[src/rtl/dmem_arbiter.sv]
// Round-robin arbiter sharing a byte-wide, big-endian data memory between the CPU
// and debug word ports; each 32-bit access is serialised into four byte cycles.
module dmem_arbiter #(
    parameter int ADDR_W = 5,
    parameter int DATA_W = 32
) (
    input  logic              clk,
    input  logic              rst_n,
    input  logic              cpu_req,
    input  logic              cpu_we,
    input  logic [ADDR_W-1:0] cpu_addr,
    input  logic [DATA_W-1:0] cpu_wdata,
    output logic              cpu_gnt,
    output logic              cpu_done,
    output logic [DATA_W-1:0] cpu_rdata,
    input  logic              dbg_req,
    input  logic              dbg_we,
    input  logic [ADDR_W-1:0] dbg_addr,
    input  logic [DATA_W-1:0] dbg_wdata,
    output logic              dbg_gnt,
    output logic              dbg_done,
    output logic [DATA_W-1:0] dbg_rdata,
    output logic              mem_en,
    output logic              mem_we,
    output logic [ADDR_W-1:0] mem_addr,
    output logic [7:0]        mem_wdata,
    input  logic [7:0]        mem_rdata
);

    typedef enum logic [1:0] {IDLE, XFER, DONE} state_t;

    localparam logic PORT_CPU = 1'b0;
    localparam logic PORT_DBG = 1'b1;

    state_t            state, state_nx;
    logic [1:0]        cnt;
    logic              last;
    logic              sel;
    logic              win;
    logic              we_q;
    logic [ADDR_W-1:0] base;
    logic [DATA_W-1:0] wd_q;
    logic [23:0]       asm_q;

    // On a tie the port that did not win last time takes the grant.
    assign win = (cpu_req && dbg_req) ? ~last : dbg_req;

    always_comb begin
        state_nx  = state;
        cpu_gnt   = 1'b0;
        dbg_gnt   = 1'b0;
        cpu_done  = 1'b0;
        dbg_done  = 1'b0;
        mem_en    = 1'b0;
        mem_we    = 1'b0;
        mem_addr  = '0;
        mem_wdata = '0;
        case (state)
            IDLE: begin
                if (rst_n && (cpu_req || dbg_req)) begin
                    state_nx = XFER;
                    if (win == PORT_DBG) dbg_gnt = 1'b1;
                    else                 cpu_gnt = 1'b1;
                end
            end
            XFER: begin
                if (cnt == 2'd3) state_nx = DONE;
                // Held quiet during reset so an aborted store writes nothing more.
                if (rst_n) begin
                    mem_en   = 1'b1;
                    mem_we   = we_q;
                    mem_addr = base + ADDR_W'(cnt);
                    case (cnt)
                        2'd0:    mem_wdata = wd_q[31:24];
                        2'd1:    mem_wdata = wd_q[23:16];
                        2'd2:    mem_wdata = wd_q[15:8];
                        default: mem_wdata = wd_q[7:0];
                    endcase
                end
            end
            DONE: begin
                cpu_done = (sel == PORT_CPU);
                dbg_done = (sel == PORT_DBG);
                state_nx = IDLE;
            end
            default: state_nx = IDLE;
        endcase
    end

    always_ff @(posedge clk) begin
        if (!rst_n) begin
            state     <= IDLE;
            cnt       <= 2'd0;
            last      <= PORT_DBG;
            sel       <= PORT_CPU;
            we_q      <= 1'b0;
            base      <= '0;
            wd_q      <= '0;
            asm_q     <= '0;
            cpu_rdata <= '0;
            dbg_rdata <= '0;
        end else begin
            state <= state_nx;
            case (state)
                IDLE: begin
                    if (cpu_gnt || dbg_gnt) begin
                        sel  <= win;
                        last <= win;
                        we_q <= win ? dbg_we    : cpu_we;
                        base <= win ? dbg_addr  : cpu_addr;
                        wd_q <= win ? dbg_wdata : cpu_wdata;
                        cnt  <= 2'd0;
                    end
                end
                XFER: begin
                    cnt <= cnt + 2'd1;
                    if (!we_q) begin
                        case (cnt)
                            2'd0: asm_q[23:16] <= mem_rdata;
                            2'd1: asm_q[15:8]  <= mem_rdata;
                            2'd2: asm_q[7:0]   <= mem_rdata;
                            default: begin
                                // Last byte bypasses the assembly register so rdata is ready with done.
                                if (sel == PORT_DBG) dbg_rdata <= {asm_q, mem_rdata};
                                else                 cpu_rdata <= {asm_q, mem_rdata};
                            end
                        endcase
                    end
                end
                default: ;
            endcase
        end
    end

endmodule

[config.mk]
export PLATFORM = sky130hd
export DESIGN_NAME = dmem_arbiter
export DESIGN_NICKNAME = d
export VERILOG_FILES = /design/src/rtl/dmem_arbiter.sv
export SDC_FILE = /design/constraint.sdc
export NUM_CORES = 1
export LEC_CHECK = 0
export ABC_AREA = 1
export BUFFER_PORTS_ARGS = -buffer_cell sky130_fd_sc_hd__buf_2
export CORE_UTILIZATION = 45
export CTS_CLUSTER_DIAMETER = 200
export DETAILED_ROUTE_END_ITERATION = 8
export PLACE_DENSITY = 0.7
export REMOVE_ABC_BUFFERS = 1
export SYNTH_ARGS = -nofsm -noshare
export SYNTH_HDL_FRONTEND = slang
export SYNTH_SLANG_ARGS = --single-unit
[constraint.sdc]
create_clock -name clk -period 1.6 [get_ports clk]
set_input_delay 0.16 -clock clk [delete_from_list [all_inputs] [get_ports clk]]
set_output_delay 0.16 -clock clk [all_outputs]
set_load 0.02 [all_outputs]
==> reports/metrics.cfg, run 1 <==
[status]
run_status=finished with violations
violations_in_the_final_reports=negative setup slack

[global_route]
total_global_routing_overflow=0
grt_antenna_before_repair=1
global_route_wire_length_before_repair_mm=27.1
first_global_vias=5857
grt_max_degree=88
track_usage=0.239

[route]
detail_route.wl_per_cell_um=12.3
drt_iter0_drc=482
viasPerCell=4.74
ant_nets=0
drcViolationCount=0
detailedRoute.firstPassIterationCount=4
route.final.wire_length_mm=16.6
vias=6394

[worst_setup_path]
setup.reg_to_reg.worst_slack_ns=0.12
worstSetupPathType=reg -> out
cp_data_arrival_time_ns=1.79
cp_data_required_time_ns=1.44
end_of_the_worst_register_to_register_path=cpu_rdata[26]$_SDFFE_PN0P_
r2r-start=state[1]$_SDFFE_PN0P_
timing.critical_path.fanout_max=3
length_in_cells_of_the_worst_reg_to_reg_path=9
critPathLaunchType=register
worst_setup_path_end_kind=output pin

[clocking]
numCtsBuffers=17
sinks_on_the_clock_net=132
tritoncts=yes
cts.hold.buffers_added=0
cts.clk_slew.worst_paths_ns=0.05
cts_root_buffer=clkbuf_16
clock_latency_ns=0.42
htree_levels=4
clock_tree.buffer_depth=2

[floorplan]
die_height_um=119
floorplan.io_pins=171
design.die.area_um2=14200
rows=42
die_width_um=119
initial_core_util=0.464
floorplan.core_area_um2=13300

[run]
max-cap-violations=0

[power]
peakVddDrop_mv=0.710
total_power_mw=8.99
power_density_nw_per_um2=1080
cellLeakagePower_nw=4.20

[placed_design]
placed_cells_incl_taps=1304
detailed_place.area_um2=7350
place_ws_ns=0.00646
count_of_input_and_output_buffers=170
placer_s_final_routability_congestion_estimate=0.757
place_hpwl_mm=10.7

[timing]
slew_headroom=0.693
final_period_utilization=1.22
timing.hold.ws_ns=0.0466
tightest_slew_ns=0.460
layout_min_cycle_time_ns=1.95
report.final.setup_viol=12
setup_slack_ns=-0.346
hold_viol_final=0
worst_clock_skew_ns=0.00680
finalSetupTns_ns=-3.09
slew_violations=0
max_freq_ghz=0.514
rsz_0062_raised_after_global_routing=true

[min_path]
hold_path_end=wd_q[14]$_SDFFE_PN0P_
worst_hold_path_type=in -> reg
hold_path_depth=5
hold_start=cpu_wdata[14]

[finish]
final_cell_count_without_fillers=1350
antenna-diode-count=0
area_overhead_vs_synth_pct=34.7
share_of_layout_cells_above_drive_strength_1=0.246
fin_nets=1256
design_area_um2=8340
finalCoreUtilization=0.625

[logic_synthesis]
syn-instance-count=988
syn_avg_cell_area_um2=6.26
synth_warnings=0
synth_area_um2=6190
synth_seq_cells=132
synth_cell_types=22
sequential_area_share_after_synthesis=0.427

## cell families after synthesis
group | Yosys count | synth area share
and+or+nand+nor | 642 | 0.415
buffers and inverters | 151 | 0.0977
DFF | 132 | 0.427
AOI/OAI and AO/OA | 56 | 0.0453
adders and majority gates | 7 | 0.0154
## layout make-up
type / count / area, µm²
tap: 176 / 220
sequential: 132 / 2650
clock buffer: 21 / 470
timing repair buffer: 211 / 1420
clock inverter: 11 / 125
multi-input combinational: 705 / 3090
fill: 1316 / 5010
timing repair inverter: 1 / 7.51
inverter: 93 / 359
## Yosys cell counts
cell type	count	share of area
nand2_2	1	0.0010
nand3_2	1	0.0016
inv_1	90	0.055
nor2_2	3	0.0030
a21oi_1	20	0.016
fa_1	1	0.0032
nor3_1	26	0.021
o21ai_1	1	0.00081
ha_1	6	0.012
buf_4	1	0.0012
nor2_1	241	0.15
nand4_1	1	0.0010
buf_2	27	0.022
nand2_1	291	0.18
buf_1	8	0.0049
o21ai_0	35	0.028
nor2_4	1	0.0018
clkinv_1	1	0.00061
inv_2	2	0.0012
nand3_1	77	0.062
dfxtp_1	132	0.43
clkbuf_1	22	0.013
## metal layers
metal | vias up | track usage | share of wire
li1 | 3354 | - | -
met1 | 2801 | 0.287 | 0.44
met2 | 205 | 0.403 | 0.47
met3 | 32 | 0.0613 | 0.063
met4 | 2 | 0.0989 | 0.022
met5 | - | 0 | 0.00078
## cell usage in the layout (no fill, tap or decap), drive strengths merged, types with 2 or more instances in the layout
cell type and instances:
a21oi 20, buf 209, bufinv 2, clkbuf 23, clkinv 6, clkinvlp 3, dfxtp 132, ha 6
inv 94, nand2 292, nand3 78, nor2 245, nor3 26, o21ai 36
## flip-flops by register name, indices dropped and copies added (netlist names)
name and cells:
asm_q 24, base 5, cnt 2, cpu_rdata 32, dbg_rdata 32, last 1, sel 1, state 2
wd_q 32, we_q 1
## what timing repair did
action                                  4_1_cts  5_1_grt
pin swaps                                     6        7
resized for setup                            62       19
endpoints found under the setup margin       15       69
buffers inserted                              4        6
cloned                                        2        2
## worst max-delay path, cell delays in order (launching register included)
cell	delay, ns
dfxtp_2	0.35
ha_4	0.14
inv_2	0.04
fa_2	0.32
inv_2	0.08
nand3_2	0.08
o21ai_2	0.14
a21oi_1	0.05
buf_4	0.16
## how the worst max path moves through the flow
stage | from | end | slack [ns] | cells past startpoint
detailed placement | base[0]$_SDFFE_PN0P_ | mem_addr[4] | 0.006 | 8
floorplan | last$_SDFFE_PN1P_ | sel$_SDFFE_PN0P_ | -0.63 | 5
global route | cnt[0]$_SDFFE_PN0P_ | mem_addr[4] | -0.43 | 8
finish | cnt[0]$_SDFFE_PN0P_ | mem_addr[4] | -0.35 | 8
global placement | cnt[0]$_SDFFE_PN0P_ | mem_addr[4] | 0.01 | 8
CTS | base[0]$_SDFFE_PN0P_ | mem_addr[4] | -0.32 | 8
## power breakdown
part	internal (mW)	switching [mW]
Clock	2.42	1.47
Sequential	3.48	0.107
Combinational	0.590	0.927
No activity file was read; power rests on OpenSTA's default activity.
==> run 2: changes to the inputs <==
--- a/config.mk
+++ b/config.mk
@@ -8,6 +8,7 @@
 export ABC_AREA = 1
 export BUFFER_PORTS_ARGS = -buffer_cell sky130_fd_sc_hd__buf_2
 export CORE_UTILIZATION = 45
+export CTS_BUF_LIST = sky130_fd_sc_hd__clkbuf_8 sky130_fd_sc_hd__clkbuf_16
 export CTS_CLUSTER_DIAMETER = 200
 export DETAILED_ROUTE_END_ITERATION = 8
 export PLACE_DENSITY = 0.7
==> reports/metrics.cfg, run 2 (synthesized netlist as in run 1, its figures left out) <==
[power]
comb_power_share=0.169
total_power_mw=8.98
internal_power_mw=6.48
clock_power_share=0.432
power.sequential.fraction=0.399
netSwitchingFraction=0.278
peakVddDrop_mv=0.710
total_switching_power_mw=2.50
cellLeakagePower_nw=4.20
power_density_nw_per_um2=1080

[clocking]
tritoncts=yes
cts.clk_slew.worst_paths_ns=0.05
sinks_on_the_clock_net=132
htree_levels=4
clock_tree.buffer_depth=2
cts_root_buffer=clkbuf_16
cts.hold.buffers_added=0
numCtsBuffers=17
clock_latency_ns=0.42

[status]
violations_in_the_final_reports=negative setup slack
run_status=finished with violations

[placed_design]
place_hpwl_mm=10.7
place_ws_ns=0.00646
count_of_input_and_output_buffers=170
placer_s_final_routability_congestion_estimate=0.757
detailed_place.area_um2=7350

[worst_setup_path]
length_in_cells_of_the_worst_reg_to_reg_path=9
worst_setup_path_end_kind=output pin
cp_data_required_time_ns=1.44
cp_data_arrival_time_ns=1.79
setup.reg_to_reg.worst_slack_ns=0.12
timing.critical_path.fanout_max=3
worstSetupPathType=reg -> out
critPathLaunchType=register

[global_route]
track_usage=0.239
global_route_wire_length_before_repair_mm=27.1
grt_max_degree=88
grt_antenna_before_repair=1
total_global_routing_overflow=0
first_global_vias=5857

[timing]
slew_violations=0
hold_viol_final=0
layout_min_cycle_time_ns=1.95
rsz_0062_raised_after_global_routing=true
slew_headroom=0.693
report.final.setup_viol=12
final_period_utilization=1.22
worst_clock_skew_ns=0.00688
finalSetupTns_ns=-3.09
timing.hold.ws_ns=0.0465
setup_slack_ns=-0.346
tightest_slew_ns=0.460
max_freq_ghz=0.514

[finish]
mostFrequentLayoutCell=nand2_1
antenna-diode-count=0
reg_top3=cpu_rdata x32, dbg_rdata x32, wd_q x32
area_overhead_vs_synth_pct=34.7
layout_common_cells=290 x nand2_1, 233 x nor2_1, 154 x buf_2
design_area_um2=8340
fin_nets=1256
fillers=1316
share_of_layout_cells_above_drive_strength_1=0.246

[route]
drcViolationCount=0
detailedRoute.firstPassIterationCount=7
ant_nets=0
vias=6398
route.final.wire_length_mm=16.6
drt_iter0_drc=483
detail_route.wl_per_cell_um=12.3
viasPerCell=4.74

[floorplan]
rows=42
design.die.area_um2=14200
floorplan.core_area_um2=13300
die_width_um=119
floorplan.io_pins=171
die_height_um=119
initial_core_util=0.464

[min_path]
worst_hold_path_type=in -> reg
hold_path_depth=5

[run]
max-cap-violations=0

[run 2: changes by cell type in the layout (fill, tap and decap cells not counted)]
cell	change
clkbuf_1	-1
inv_1	+1
[run 2: worst paths after layout]
check | startpoint | end
setup / recovery | cnt[0]$_SDFFE_PN0P_ | mem_addr[4]
setup reg to reg | cnt[0]$_SDFFE_PN0P_ | dbg_rdata[25]$_SDFFE_PN0P_
hold reg to reg | cpu_rdata[28]$_SDFFE_PN0P_ | cpu_rdata[28]$_SDFFE_PN0P_
hold / removal | cpu_wdata[14] | wd_q[14]$_SDFFE_PN0P_
[run 2: routing by layer]
metal / global-route usage / routed length, µm
met1: 0.287 / 7340
met4: 0.0989 / 369
met3: 0.0613 / 1030
met2: 0.403 / 7860
met5: 0 / 13
[run 2: what timing repair did]
item	4_1_cts	5_1_grt
pin swaps	6	7
cloned	2	2
gates resized for setup	62	19
endpoints found under the hold margin	0	0
setup buffers	4	6
setup endpoints to repair	15	69
[run 2: worst max-delay path, stage by stage, from the launching register on]
cell	delay, ns
dfxtp_2	0.35
ha_4	0.14
inv_2	0.04
fa_2	0.32
inv_2	0.08
nand3_2	0.08
o21ai_2	0.14
a21oi_1	0.05
buf_4	0.16
[run 2: power by group through the flow]
| stage | Sequential (mW) | Clock [mW] | Combinational (mW) |
|---|---|---|---|
| 2_1_floorplan | 3.63 | 0 | 0.791 |
| 3_3_place_gp | 3.64 | 0 | 1.35 |
| 3_5_place_dp | 3.64 | 0 | 1.35 |
| 4_1_cts | 3.58 | 3.93 | 1.46 |
| 5_1_grt | 3.60 | 4.10 | 1.73 |
| 6_report | 3.58 | 3.88 | 1.52 |
[run 2: through the flow]
stage / std cells / utilization
global route: 1350 / 0.625
finish: 1350 / 0.625
CTS: 1342 / 0.612
detailed placement: 1304 / 0.550
floorplan: 930 / -
global placement: 1304 / 0.550
[run 2: final cells by class]
cell class | count | area (µm²) | share of cell area
Tap cell | 176 | 220 | 0.0264
Clock buffer | 20 | 467 | 0.0560
Clock inverter | 12 | 129 | 0.0155
Timing Repair Buffer | 211 | 1420 | 0.170
Sequential cell | 132 | 2650 | 0.318
Multi-Input combinational cell | 705 | 3090 | 0.371
Timing Repair inverter | 1 | 7.51 | 0.000900
Inverter | 93 | 359 | 0.0431
==> run 3: changes to the inputs <==
--- a/config.mk
+++ b/config.mk
@@ -7,6 +7,7 @@
 export LEC_CHECK = 0
 export ABC_AREA = 1
 export BUFFER_PORTS_ARGS = -buffer_cell sky130_fd_sc_hd__buf_2
+export CORE_ASPECT_RATIO = 0.8
 export CORE_UTILIZATION = 45
 export CTS_BUF_LIST = sky130_fd_sc_hd__clkbuf_8 sky130_fd_sc_hd__clkbuf_16
 export CTS_CLUSTER_DIAMETER = 200
==> reports/metrics.cfg, run 3 (synthesized netlist as in run 1, its figures left out) <==
[floorplan]
design.die.area_um2=14200
initial_core_util=0.471
floorplan.io_pins=171
die_width_um=133
rows=37
die_height_um=107
floorplan.core_area_um2=13100

[worst_setup_path]
cp_data_arrival_time_ns=1.78
length_in_cells_of_the_worst_reg_to_reg_path=9
cp_data_required_time_ns=1.44
worst_setup_path_end_kind=output pin
end_of_the_worst_register_to_register_path=dbg_rdata[23]$_SDFFE_PN0P_
setup.reg_to_reg.worst_slack_ns=0.05
critPathLaunchType=register
timing.critical_path.fanout_max=3
worstSetupPathType=reg -> out
r2r-start=cnt[0]$_SDFFE_PN0P_

[clocking]
tritoncts=yes
clock_tree.buffer_depth=2
sinks_on_the_clock_net=132
cts.clk_slew.worst_paths_ns=0.06
htree_levels=4
clock_latency_ns=0.41
cts_root_buffer=clkbuf_16
numCtsBuffers=17
cts.hold.buffers_added=0

[power]
power_density_nw_per_um2=1080
peakVddDrop_mv=0.845
cellLeakagePower_nw=4.24

[global_route]
global_route_wire_length_before_repair_mm=27.9
grt_max_degree=72
total_global_routing_overflow=0
grt_antenna_before_repair=0
track_usage=0.244
first_global_vias=5847

[finish]
antenna-diode-count=0
area_overhead_vs_synth_pct=36.3
fillers=1252
fin_nets=1255
reg_top3=cpu_rdata x32, dbg_rdata x32, wd_q x32
finalCoreUtilization=0.641
final_cell_count_without_fillers=1348
share_of_layout_cells_above_drive_strength_1=0.256
layout_common_cells=281 x nand2_1, 234 x nor2_1, 153 x buf_2
mostFrequentLayoutCell=nand2_1

[timing]
slew_violations=0
worst_clock_skew_ns=0.0120
tightest_slew_ns=0.603
report.final.setup_viol=13
rsz_0062_raised_after_global_routing=true
hold_viol_final=0
layout_min_cycle_time_ns=1.94
max_freq_ghz=0.515
timing.hold.ws_ns=0.0368
slew_headroom=0.598
final_period_utilization=1.21
setup_slack_ns=-0.342

[route]
ant_nets=0
drcViolationCount=0
route.final.wire_length_mm=17.4
viasPerCell=4.73
detailedRoute.firstPassIterationCount=5
detail_route.wl_per_cell_um=12.9
drt_iter0_drc=399
vias=6374

[placed_design]
placer_s_final_routability_congestion_estimate=0.811
count_of_input_and_output_buffers=170
placed_cells_incl_taps=1304
place_hpwl_mm=11.0

[status]
run_status=finished with violations
violations_in_the_final_reports=negative setup slack

[run]
max-cap-violations=0

[min_path]
hold_path_depth=3
hold_start=rst_n
hold_path_end=wd_q[9]$_SDFFE_PN0P_
worst_hold_path_type=in -> reg

## run 3: worst max-delay path by stage
stage	start	to	slack, ns	cells after the start
global placement	cnt[0]$_SDFFE_PN0P_	asm_q[1]$_SDFFE_PN0P_	-0.02	7
floorplan	last$_SDFFE_PN1P_	sel$_SDFFE_PN0P_	-0.63	5
CTS	cnt[0]$_SDFFE_PN0P_	mem_wdata[0]	-0.35	9
finish	cnt[0]$_SDFFE_PN0P_	mem_addr[4]	-0.34	8
global route	cnt[0]$_SDFFE_PN0P_	mem_wdata[3]	-0.42	9
detailed placement	cnt[0]$_SDFFE_PN0P_	asm_q[4]$_SDFFE_PN0P_	-0.09	7
## run 3: per-stage QoR
stage / instance area, µm² / TNS, ns / setup WS, ns / power (mW)
floorplan: 5930 / -53.99 / -0.630 / 4.42
global placement: 7330 / -0.0697 / -0.0198 / 4.99
detailed placement: 7330 / -0.881 / -0.0896 / 5.01
CTS: 8120 / -5.38 / -0.354 / 9.06
global route: 8430 / -5.07 / -0.425 / 9.56
finish: 8430 / -3.59 / -0.342 / 9.13
## run 3: report_power, final
part	total, mW	switching (mW)	internal, mW	leakage, nW
sequential	3.59	0.117	3.48	1.08
clock	3.96	1.41	2.55	0.309
combinational	1.58	0.966	0.610	2.85
## run 3: final cells by class
class | instances | area (µm²) | area share
flip-flops and latches | 132 | 2650 | 0.314
well taps | 175 | 219 | 0.0260
clock buffers | 20 | 467 | 0.0553
multi-input cells | 705 | 3150 | 0.374
inverters | 93 | 355 | 0.0421
clock inverters | 12 | 138 | 0.0163
repair buffers | 211 | 1450 | 0.172
## run 3: timing repair
item | in CTS | in global routing
endpoints found under the setup margin | 37 | 95
cloned | 2 | 3
pin swaps | 4 | 11
gates resized for setup | 34 | 65
setup buffers | 4 | 3
## run 3: critical path, cell delays in order (launching register included)
cell     delay, ns
dfxtp_4       0.37
ha_4          0.13
inv_2         0.03
fa_2          0.32
inv_2         0.09
nand3_4       0.07
o21ai_2       0.15
a21oi_2       0.06
buf_4         0.16
## run 3: metal layers
layer	GRT usage	vias to the layer above	wire length [µm]
li1	-	3353	-
met1	0.331	2833	8440
met2	0.393	170	7930
met3	0.0530	18	833
met4	0.0674	0	230
met5	0	-	0
